File: src/rtl/fetch_ctrl_if.sv
// Request/response bundle between the control decoder and the fetch controller.
interface fetch_ctrl_if #(
   parameter int unsigned PC_W   = 10,
   parameter int unsigned LUT_AW = 4,
   parameter int unsigned CNT_W  = 16
);
   logic              start;
   logic              halt_req;
   logic              stall;
   logic              jump_en;
   logic              branch_en;
   logic              ZERO;
   logic              rel_mode;
   logic [LUT_AW-1:0] lut_idx;
   logic              lut_wr_en;
   logic [LUT_AW-1:0] lut_wr_idx;
   logic [PC_W-1:0]   lut_wr_data;
   logic [PC_W-1:0]   PC;
   logic              halt;
   logic              running;
   logic [CNT_W-1:0]  cycle_ct;
   logic [CNT_W-1:0]  taken_ct;

   modport master (
      output start, halt_req, stall, jump_en, branch_en, ZERO, rel_mode,
             lut_idx, lut_wr_en, lut_wr_idx, lut_wr_data,
      input  PC, halt, running, cycle_ct, taken_ct
   );

   modport slave (
      input  start, halt_req, stall, jump_en, branch_en, ZERO, rel_mode,
             lut_idx, lut_wr_en, lut_wr_idx, lut_wr_data,
      output PC, halt, running, cycle_ct, taken_ct
   );
endinterface

File: src/rtl/fetch_ctrl.sv
// Fetch controller: program counter, branch-target LUT, run/halt sequencing
// and saturating execution counters for the 9-bit-instruction processor family.
module fetch_ctrl #(
   parameter int unsigned PC_W   = 10,
   parameter int unsigned LUT_AW = 4,
   parameter int unsigned CNT_W  = 16
) (
   input  logic        CLK,
   input  logic        reset_n,
   fetch_ctrl_if.slave bus
);
   localparam int unsigned LUT_N = 32'd1 << LUT_AW;

   typedef enum logic [1:0] {
      ST_IDLE = 2'd0,
      ST_RUN  = 2'd1,
      ST_DONE = 2'd2
   } state_t;

   state_t           state_q;
   logic [PC_W-1:0]  pc_q;
   logic [PC_W-1:0]  lut_q [LUT_N];
   logic [CNT_W-1:0] cycle_q;
   logic [CNT_W-1:0] taken_q;
   logic             halt_q;
   logic             running_q;

   logic [PC_W-1:0]  lut_rd_c;
   logic [PC_W-1:0]  target_c;
   logic             take_c;

   // Relative targets add the entry as a two's-complement offset; the sum wraps mod 2^PC_W.
   assign lut_rd_c = lut_q[bus.lut_idx];
   assign target_c = bus.rel_mode ? PC_W'(pc_q + lut_rd_c) : lut_rd_c;
   assign take_c   = bus.jump_en | (bus.branch_en & bus.ZERO);

   // Target LUT: read is combinational, so a same-index write lands after the read.
   always_ff @(posedge CLK or negedge reset_n) begin
      if (!reset_n) begin
         for (int unsigned i = 0; i < LUT_N; i++) begin
            lut_q[i] <= '0;
         end
      end else if (bus.lut_wr_en) begin
         lut_q[bus.lut_wr_idx] <= bus.lut_wr_data;
      end
   end

   // Sequencer, PC and counters; start overrides everything in every state.
   always_ff @(posedge CLK or negedge reset_n) begin
      if (!reset_n) begin
         state_q   <= ST_IDLE;
         pc_q      <= '0;
         cycle_q   <= '0;
         taken_q   <= '0;
         halt_q    <= 1'b0;
         running_q <= 1'b0;
      end else if (bus.start) begin
         state_q   <= ST_RUN;
         pc_q      <= '0;
         cycle_q   <= '0;
         taken_q   <= '0;
         halt_q    <= 1'b0;
         running_q <= 1'b1;
      end else begin
         case (state_q)
            ST_RUN: begin
               if (cycle_q != '1) begin
                  cycle_q <= cycle_q + CNT_W'(1);
               end
               if (bus.halt_req) begin
                  state_q   <= ST_DONE;
                  halt_q    <= 1'b1;
                  running_q <= 1'b0;
               end else if (bus.stall) begin
                  pc_q <= pc_q;
               end else if (take_c) begin
                  pc_q <= target_c;
                  if (taken_q != '1) begin
                     taken_q <= taken_q + CNT_W'(1);
                  end
               end else begin
                  pc_q <= pc_q + PC_W'(1);
               end
            end
            ST_DONE: begin
               halt_q    <= 1'b1;
               running_q <= 1'b0;
            end
            default: begin
               state_q   <= ST_IDLE;
               halt_q    <= 1'b0;
               running_q <= 1'b0;
            end
         endcase
      end
   end

   assign bus.PC       = pc_q;
   assign bus.halt     = halt_q;
   assign bus.running  = running_q;
   assign bus.cycle_ct = cycle_q;
   assign bus.taken_ct = taken_q;
endmodule
File: src/flat_wrapper.sv
// flat-port wrapper written by rule: the top's interface ports become plain ports
module fetch_ctrl_flat 
#(
   parameter int unsigned PC_W   = 10,
   parameter int unsigned LUT_AW = 4,
   parameter int unsigned CNT_W  = 16
)
  (CLK, reset_n, bus_start, bus_halt_req, bus_stall, bus_jump_en, bus_branch_en, bus_ZERO, bus_rel_mode, bus_lut_idx, bus_lut_wr_en, bus_lut_wr_idx, bus_lut_wr_data, bus_PC, bus_halt, bus_running, bus_cycle_ct, bus_taken_ct);
  fetch_ctrl_if #(.PC_W(PC_W), .LUT_AW(LUT_AW), .CNT_W(CNT_W)) bus_i ();
  input  logic CLK;
  input  logic reset_n;
  input wire logic [$bits(bus_i.start)-1:0] bus_start;
  input wire logic [$bits(bus_i.halt_req)-1:0] bus_halt_req;
  input wire logic [$bits(bus_i.stall)-1:0] bus_stall;
  input wire logic [$bits(bus_i.jump_en)-1:0] bus_jump_en;
  input wire logic [$bits(bus_i.branch_en)-1:0] bus_branch_en;
  input wire logic [$bits(bus_i.ZERO)-1:0] bus_ZERO;
  input wire logic [$bits(bus_i.rel_mode)-1:0] bus_rel_mode;
  input wire logic [$bits(bus_i.lut_idx)-1:0] bus_lut_idx;
  input wire logic [$bits(bus_i.lut_wr_en)-1:0] bus_lut_wr_en;
  input wire logic [$bits(bus_i.lut_wr_idx)-1:0] bus_lut_wr_idx;
  input wire logic [$bits(bus_i.lut_wr_data)-1:0] bus_lut_wr_data;
  output wire logic [$bits(bus_i.PC)-1:0] bus_PC;
  output wire logic [$bits(bus_i.halt)-1:0] bus_halt;
  output wire logic [$bits(bus_i.running)-1:0] bus_running;
  output wire logic [$bits(bus_i.cycle_ct)-1:0] bus_cycle_ct;
  output wire logic [$bits(bus_i.taken_ct)-1:0] bus_taken_ct;
  assign bus_i.start = bus_start;
  assign bus_i.halt_req = bus_halt_req;
  assign bus_i.stall = bus_stall;
  assign bus_i.jump_en = bus_jump_en;
  assign bus_i.branch_en = bus_branch_en;
  assign bus_i.ZERO = bus_ZERO;
  assign bus_i.rel_mode = bus_rel_mode;
  assign bus_i.lut_idx = bus_lut_idx;
  assign bus_i.lut_wr_en = bus_lut_wr_en;
  assign bus_i.lut_wr_idx = bus_lut_wr_idx;
  assign bus_i.lut_wr_data = bus_lut_wr_data;
  assign bus_PC = bus_i.PC;
  assign bus_halt = bus_i.halt;
  assign bus_running = bus_i.running;
  assign bus_cycle_ct = bus_i.cycle_ct;
  assign bus_taken_ct = bus_i.taken_ct;
  fetch_ctrl #(.PC_W(PC_W), .LUT_AW(LUT_AW), .CNT_W(CNT_W)) u_core (.CLK(CLK), .reset_n(reset_n), .bus(bus_i));
endmodule
File: config.mk
export PLATFORM = sky130hd
export DESIGN_NAME = fetch_ctrl_flat
export DESIGN_NICKNAME = d
export VERILOG_FILES = /design/src/rtl/fetch_ctrl_if.sv /design/src/rtl/fetch_ctrl.sv /design/src/flat_wrapper.sv
export SDC_FILE = /design/constraint.sdc
export NUM_CORES = 1
export LEC_CHECK = 0
export ABC_AREA = 1
export ABC_CLOCK_PERIOD_IN_PS = 2310
export CAP_MARGIN = 20
export CORE_ASPECT_RATIO = 0.75
export CORE_MARGIN = 2
export CORE_UTILIZATION = 54
export DETAILED_ROUTE_END_ITERATION = 8
export GPL_TIMING_DRIVEN = 0
export PLACE_DENSITY = 0.86
export SYNTH_ARGS = -nofsm -noshare
export SYNTH_HDL_FRONTEND = slang
export SYNTH_SLANG_ARGS = --single-unit
File: constraint.sdc
create_clock -name CLK -period 2.31 [get_ports CLK]
set_clock_uncertainty 0.05 [all_clocks]
set_input_delay 0.462 -clock CLK [delete_from_list [all_inputs] [get_ports CLK]]
set_output_delay 0.462 -clock CLK [all_outputs]
set_load 0.05 [all_outputs]
Yosys cells after proc, flatten, opt, wreduce, memory -nomap -nowiden:

Cells that the tools add are included.

* register bits after elaboration: 206
* input port bits: 28
* output and inout port bits: 44
* logic and storage cells: 80

* add/subtract/negate cells: 4
* $lt $le $gt $ge: 3
* equality and inequality tests: 8
* multiplexer cells: 30
* bitwise gates (word level): 4
* reduce and logical (&&, ||, !) cells: 9

Operators by type and width (count)
* bitwise mux 160 bit: 1
* 2-to-1 mux 16 bit: 9
* 2-to-1 mux 10 bit: 9
* binary-select mux 10 bit (select 4 bit): 1
* demux 10 bit (select 4 bit): 1
* adder 16 x 1 -> 16 bit, second input constant: 2
* inequality test 16 bit, second input constant: 2
* adder 10 x 1 -> 10 bit, second input constant: 1
* adder 10 bit: 1
* >= comparator 5 bit, second input constant: 2
* inverter 4 -> 5 bit: 2
* nonzero test 2 bit: 4
* inequality test 2 bit, second input constant: 3
* < comparator 5 x 1 -> 1 bit, second input constant: 1
* 2-to-1 mux 1 bit: 5
* AND reduction 5 bit: 1
* 2-to-1 mux 2 bit: 2
* one-hot mux 2 bit (2 select lines): 1
* AND reduction 2 bit: 2
* inequality test 3 bit, second input constant: 1
* AND reduction 3 bit: 1
* == test 2 x 1 -> 1 bit, second input constant: 1
* == test 2 bit, second input constant: 1
* one-hot mux 1 bit (2 select lines): 1
* other kinds (3): 3

Depth between registers and ports, before layout:

* depth in word-level cells: 11
* depth in mapped cells: 23

Worst setup path before layout:

Ideal clock, no wire load.

* path kind: input -> register
* from: in bus_lut_idx[0]
* to: reg u_core.pc_q[6], in the netlist u_core.bus.PC[6]
* data arrival time: 2.647 ns
* slack: -0.505 ns
* cell stages on the path: 20
* path buffers: 3
* cell sequence: buf_4 > inv_4 > buf_6 > buf_4 > nor2_1 > o211ai_1 > nand3_1 > nand2_1 > ha_1 > inv_1 > fa_1 > nand3b_1 > nand2_1 > nand2_1 > o21ai_0 > nand2_1 > nand3_1 > nand3_1 > nand2_1 > nand2_1

* word-level cells in the longest chain between the ends: 11

Ends and longest elaborated chain
* start: declaration: RTL line flat_wrapper.sv:19 `input wire logic [$bits(bus_i.lut_idx)-1:0] bus_lut_idx;`
* inverter 4 -> 5 bit (not written as such) *: RTL line fetch_ctrl.sv:33 `assign lut_rd_c = lut_q[bus.lut_idx];`
* binary-select mux 10 bit (select 4 bit) *: RTL line fetch_ctrl.sv:33
* 2-to-1 mux 10 bit (not written as such) * (2 in a row): RTL line fetch_ctrl.sv:33
* adder 10 bit: RTL line fetch_ctrl.sv:34 `assign target_c = bus.rel_mode ? PC_W'(pc_q + lut_rd_c) : lut_rd_c;`
* 2-to-1 mux 10 bit *: RTL line fetch_ctrl.sv:34
* 2-to-1 mux 10 bit *: RTL line fetch_ctrl.sv:76 `end else if (take_c) begin`
* 2-to-1 mux 10 bit *: RTL line fetch_ctrl.sv:74 `end else if (bus.stall) begin`
* 2-to-1 mux 10 bit *: RTL line fetch_ctrl.sv:70 `if (bus.halt_req) begin`
* 2-to-1 mux 10 bit *: RTL line fetch_ctrl.sv:65 `case (state_q)`
* 2-to-1 mux 10 bit *: RTL line fetch_ctrl.sv:57 `end else if (bus.start) begin`
* end signal: assignment: RTL line fetch_ctrl.sv:75 `pc_q <= pc_q;`
* end signal: assignment: RTL line fetch_ctrl.sv:77 `pc_q <= target_c;`
* end signal: assignment: RTL line fetch_ctrl.sv:82 `pc_q <= pc_q + PC_W'(1);`
* end: declaration: RTL line fetch_ctrl.sv:21 `logic [PC_W-1:0] pc_q;`

Mark *: on every way between the ends. The rest lies on a longest branch, timed or not. The select of a mux whose other input is x is not followed.
A chain may end at the register's enable or synchronous reset.

Final worst setup path:

* from: in bus_lut_idx[3]
* to: reg u_core.pc_q[6], in the netlist u_core.bus.PC[6]

The elaborated chain is that of the path after synthesis.

==> results by stage <==
Outcome:
- The run finished, with violations left.
- The checks that failed: negative setup slack.

Timing:
- The final critical path takes up 116.2% of the cycle.
- Setup violations remaining at the end of the flow were counted as 8.
- The setup slack after layout is -0.3740 ns.
- Setup repair after global routing could not meet its margin everywhere.
- The final hold slack is 0.4333 ns.
- For the pin with the worst max-slew slack, the measured transition is 0.8357 ns.
- The max-slew violation total from the final report was 0.
- The final number of hold-violating endpoints is 0.
- Timing would allow up to 372.6 MHz.
- For the finished layout, the period the worst path requires is 2.684 ns.
- The headroom to the max-slew limit is 44.29%.

CTS:
- The number of clock buffers added by TritonCTS is 21.
- The worst-skew pair later-pin latency is 0.51 ns.
- The clock-pin transition on the worst setup and hold timing paths is 0.07 ns.
- The maximum clock insertion buffer count is 3.
- The clock net in this run drives a total of 206 sinks.
- TritonCTS built the clock tree.
- The cell at the root of the clock tree is sky130_fd_sc_hd__clkbuf_16.
- The H-tree depth reported by CTS is 1.

Pwr:
- The worst-case IR drop observed on VDD is 0.5612 mV.
- The static leakage is 6.267 nW.
- The power density over cell area is 752.1 nW/um^2.

Yosys:
- The sequential cell area fraction in the yosys report is 48.41%.
- In the synthesized netlist the async set-or-reset flop fraction comes to 100.0%.
- In the synthesized netlist, the cells that appear most often are sky130_fd_sc_hd__nand2_1, sky130_fd_sc_hd__o21ai_0, sky130_fd_sc_hd__dfrtp_1.
- Synthesis inferred 206 register bits.
- The area of the mapped netlist is 10650 um^2.
- The synthesized area divided by synthesized cell count is 7.750 um^2.
- In the synthesized netlist the dominant register cell turns out to be sky130_fd_sc_hd__dfrtp_1.
- Among all cell types in the netlist, the one instantiated most often is sky130_fd_sc_hd__nand2_1.
- During synthesis, Yosys emitted a total of 0 warnings.
- The number of different library cells used by synthesis comes to 39.
- The net count after synthesis is 1417.
- The leading area contributor after synthesis is sky130_fd_sc_hd__dfrtp_1.
- The number of enable-type register cells in the synthesized netlist is 0.
- The portion of synthesized cell area occupied by the leading cell type is 48.41%.
- The synthesized instance count is 1374.
- After synthesis, the cell types taking the most area are sky130_fd_sc_hd__dfrtp_1, sky130_fd_sc_hd__o21ai_0, sky130_fd_sc_hd__nand2_1.

Cells and area:
- The post-route netlist has 10.99% of its cells at a drive strength greater than 1.
- Fill cells in the final layout number 1596.
- The number of antenna repair diodes is 0.
- The final instance area is 12950 um^2.
- Excluding fillers, the count of instances in the completed layout stands at 1755.
- Cells fill 67.02% of the core in the end.
- The area growth from synthesis to layout is 21.62%.
- Registers take 5155 um^2.
- In the final layout, the multi-input gates occupy 5016 um^2.
- The final layout contains 1533 nets.

Routing:
- Dividing the detail-routed via count by the number of cells gives 5.988.
- Summed over all nets, wire length on met2 after detailed routing comes to 14030 um.
- The first TritonRoute pass finished after 7 iterations.
- The detailed router's first-iteration violation count is 1562.
- The detailed-routed wire length on met3 is 3824 um.
- Detailed routing inserted a total of 10.51k vias.
- In this run the remaining antenna-violating nets after routing total 0.
- For this run, design rule violations remaining after detail routing come to 0.
- In the final routing, the length of wire on met1 measures 14410 um.
- The routed wire length is 33410 um.
- The highest layer touched by signal routing is met4.
- The final routed wire length divided by cell count is 19.04 um.

Placement:
- The total of buffers placed on input and output ports is 69.
- Routability-driven placement finished with a final weighted congestion of 1.007.
- Counting tap cells, the placed design contains a total of 1697 instances.
- Before CTS, the worst setup slack after placement is -1.738 ns.
- The detailed placer's ending HPWL is 23110 um.
- Summing all placed instances gives a cell area of 11850 um^2.

Global routing:
- The number of global-route vias before repair was 9807.
- The first global-routing pass estimated 53120 um of wire.
- The initial antenna violation count is 0.
- The total congestion overflow is 0.
- The pin count of the biggest net entering global routing is 105.
- The total track usage is 31.96%.

Critical path:
- The kind of start point of the critical path is a primary input.
- Along the worst path, the maximum fanout reaches 10.
- The cell seen most often among critical-path stages is sky130_fd_sc_hd__nand2_1.
- For the worst setup path, the data arrival time is 3.04 ns.
- STA classifies the critical path endpoint as a register.
- The highest cell delay on the worst timing path is 0.60 ns.
- The startpoint-to-endpoint class of the critical path is primary input to register.
- For the worst setup path, the data required time is 2.66 ns.
- The kind of cell with the highest combined delay along the critical path is simple AND/OR/NAND/NOR gates.
- The library cell contributing the largest single delay on the critical path is sky130_fd_sc_hd__clkdlybuf4s50_1.
- The critical path goes through clkdlybuf4s50_1 -> clkbuf_8 -> nand3_2 -> nand2_4 -> ha_4 -> inv_2 -> fa_2 -> nand3b_1 -> nand2_2 -> nand2_2 -> o21ai_2 -> nand2_1 -> nand3_1 -> nand3_1 -> nand2_1 -> nand2_1.
- Counting both buffers and inverters, the worst setup path holds a total of 3.

Die:
- Row generation in the floorplan step produced 44 rows.
- In this run the vertical extent of the chip is 125.6 um.
- The floorplan step defined a die boundary enclosing 20870 um^2.
- The effective utilization at floorplan is 55.11%.
- During I/O placement, the number of pins put on the boundary was 72.
- In this run the horizontal extent of the chip is 166.2 um.
- The area inside the core boundary is 19320 um^2.

Run:
- The tool flagged a number of max-cap violations equal to 0.

Hold path:
- The min-delay analysis places its worst path in the category register to register.
[state kept, by name (all words and copies together) (netlist names)]
name,cells
u_core.lut_q,160
u_core.bus.cycle_ct,16
u_core.bus.taken_ct,16
u_core.bus.PC,10
u_core.state_q,2
u_core.bus.halt,1
u_core.bus.running,1
[layout by cell type, fill, tap and decap left out, types with 22 or more instances in the layout]
| master | netlist | layout |
|---|---|---|
| sky130_fd_sc_hd__clkdlybuf4s50_1 | 0 | 37 |
| sky130_fd_sc_hd__nor2_1 | 145 | 142 |
| sky130_fd_sc_hd__o21ai_0 | 258 | 249 |
| sky130_fd_sc_hd__dfrtp_1 | 206 | 206 |
| sky130_fd_sc_hd__buf_4 | 5 | 22 |
| sky130_fd_sc_hd__nand2_1 | 342 | 324 |
| sky130_fd_sc_hd__inv_1 | 95 | 91 |
| sky130_fd_sc_hd__nand3_1 | 75 | 66 |
| sky130_fd_sc_hd__clkbuf_1 | 59 | 52 |
| sky130_fd_sc_hd__o211ai_1 | 40 | 40 |
[path summary, 6_finish.rpt]
| path | start | to | slack (ns) | cells past startpoint |
|---|---|---|---|---|
| worst max-delay path | bus_lut_idx[3] | u_core.bus.PC[6] | -0.37 | 16 |
| worst min-delay path | u_core.lut_q[133] | u_core.lut_q[133] | 0.43 | 2 |
| worst max register to register | u_core.lut_q[120] | u_core.bus.PC[6] | -0.32 | 16 |
| worst min register to register | u_core.lut_q[133] | u_core.lut_q[133] | 0.43 | 2 |
| max in group asynchronous | reset_n | u_core.lut_q[124] | 0.70 | 3 |
| min in group asynchronous | reset_n | u_core.lut_q[87] | 0.54 | 2 |
[kinds of logic (layout without fill, tap and decap cells)]
family                   after synthesis  count (layout)  synth area share, %
AO/OA/AOI/OAI                        337             337                17.33
XOR/XNOR                              15              15                1.234
buffers and inverters                183             311                7.003
AND/OR/NAND/NOR                      618             618                24.19
adder cells (fa/ha/maj)               15              15                1.833
flip-flops                           206             206                48.41
[routing by layer]
metal / GRT usage, % / up-vias
li1: - / 4774
met1: 48.32 / 5037
met5: 0 / -
met3: 7.825 / 110
met2: 45.11 / 588
met4: 10.90 / 0
[through the flow]
step                setup TNS (ns)  total power, mW
floorplan                   -1.084            5.622
detailed placement          -14.90            6.230
finish                      -2.072            9.741
global route                -2.761            10.17
global placement          -1635.07            6.150
CTS                        -0.6233            9.637
[report_power, final]
group	switching, mW	internal (mW)	total, mW
clock	1.45	1.95	3.39
combinational	1.12	0.666	1.79
sequential	0.354	4.20	4.56
[layout make-up]
type / count / share of cell area [%]
timing repair buffer: 93 / 7.246
sequential: 206 / 39.80
inverter: 103 / 3.140
clock inverter: 4 / 0.4058
clock buffer: 31 / 4.734
tap: 253 / 2.444
multi-input combinational: 985 / 38.73
buffer: 80 / 3.497
[worst reg2reg max path, delay by kind of cell (launching register included)]
kind / cells / cell delay (ns)
buffers and inverters: 1 / 0.04
and+or+nand+nor: 11 / 1.10
AOI/OAI and AO/OA: 2 / 0.49
DFF: 1 / 0.37
adders and majority gates: 2 / 0.48
[timing repair]
action	4_1_cts	5_1_grt
pin swaps	30	21
hold buffers	1	0
resized for setup	66	44
hold endpoints to repair	17	0
buffers inserted	18	4
setup endpoints to repair	25	24
Note: power is estimated with default switching activity, not from simulation.
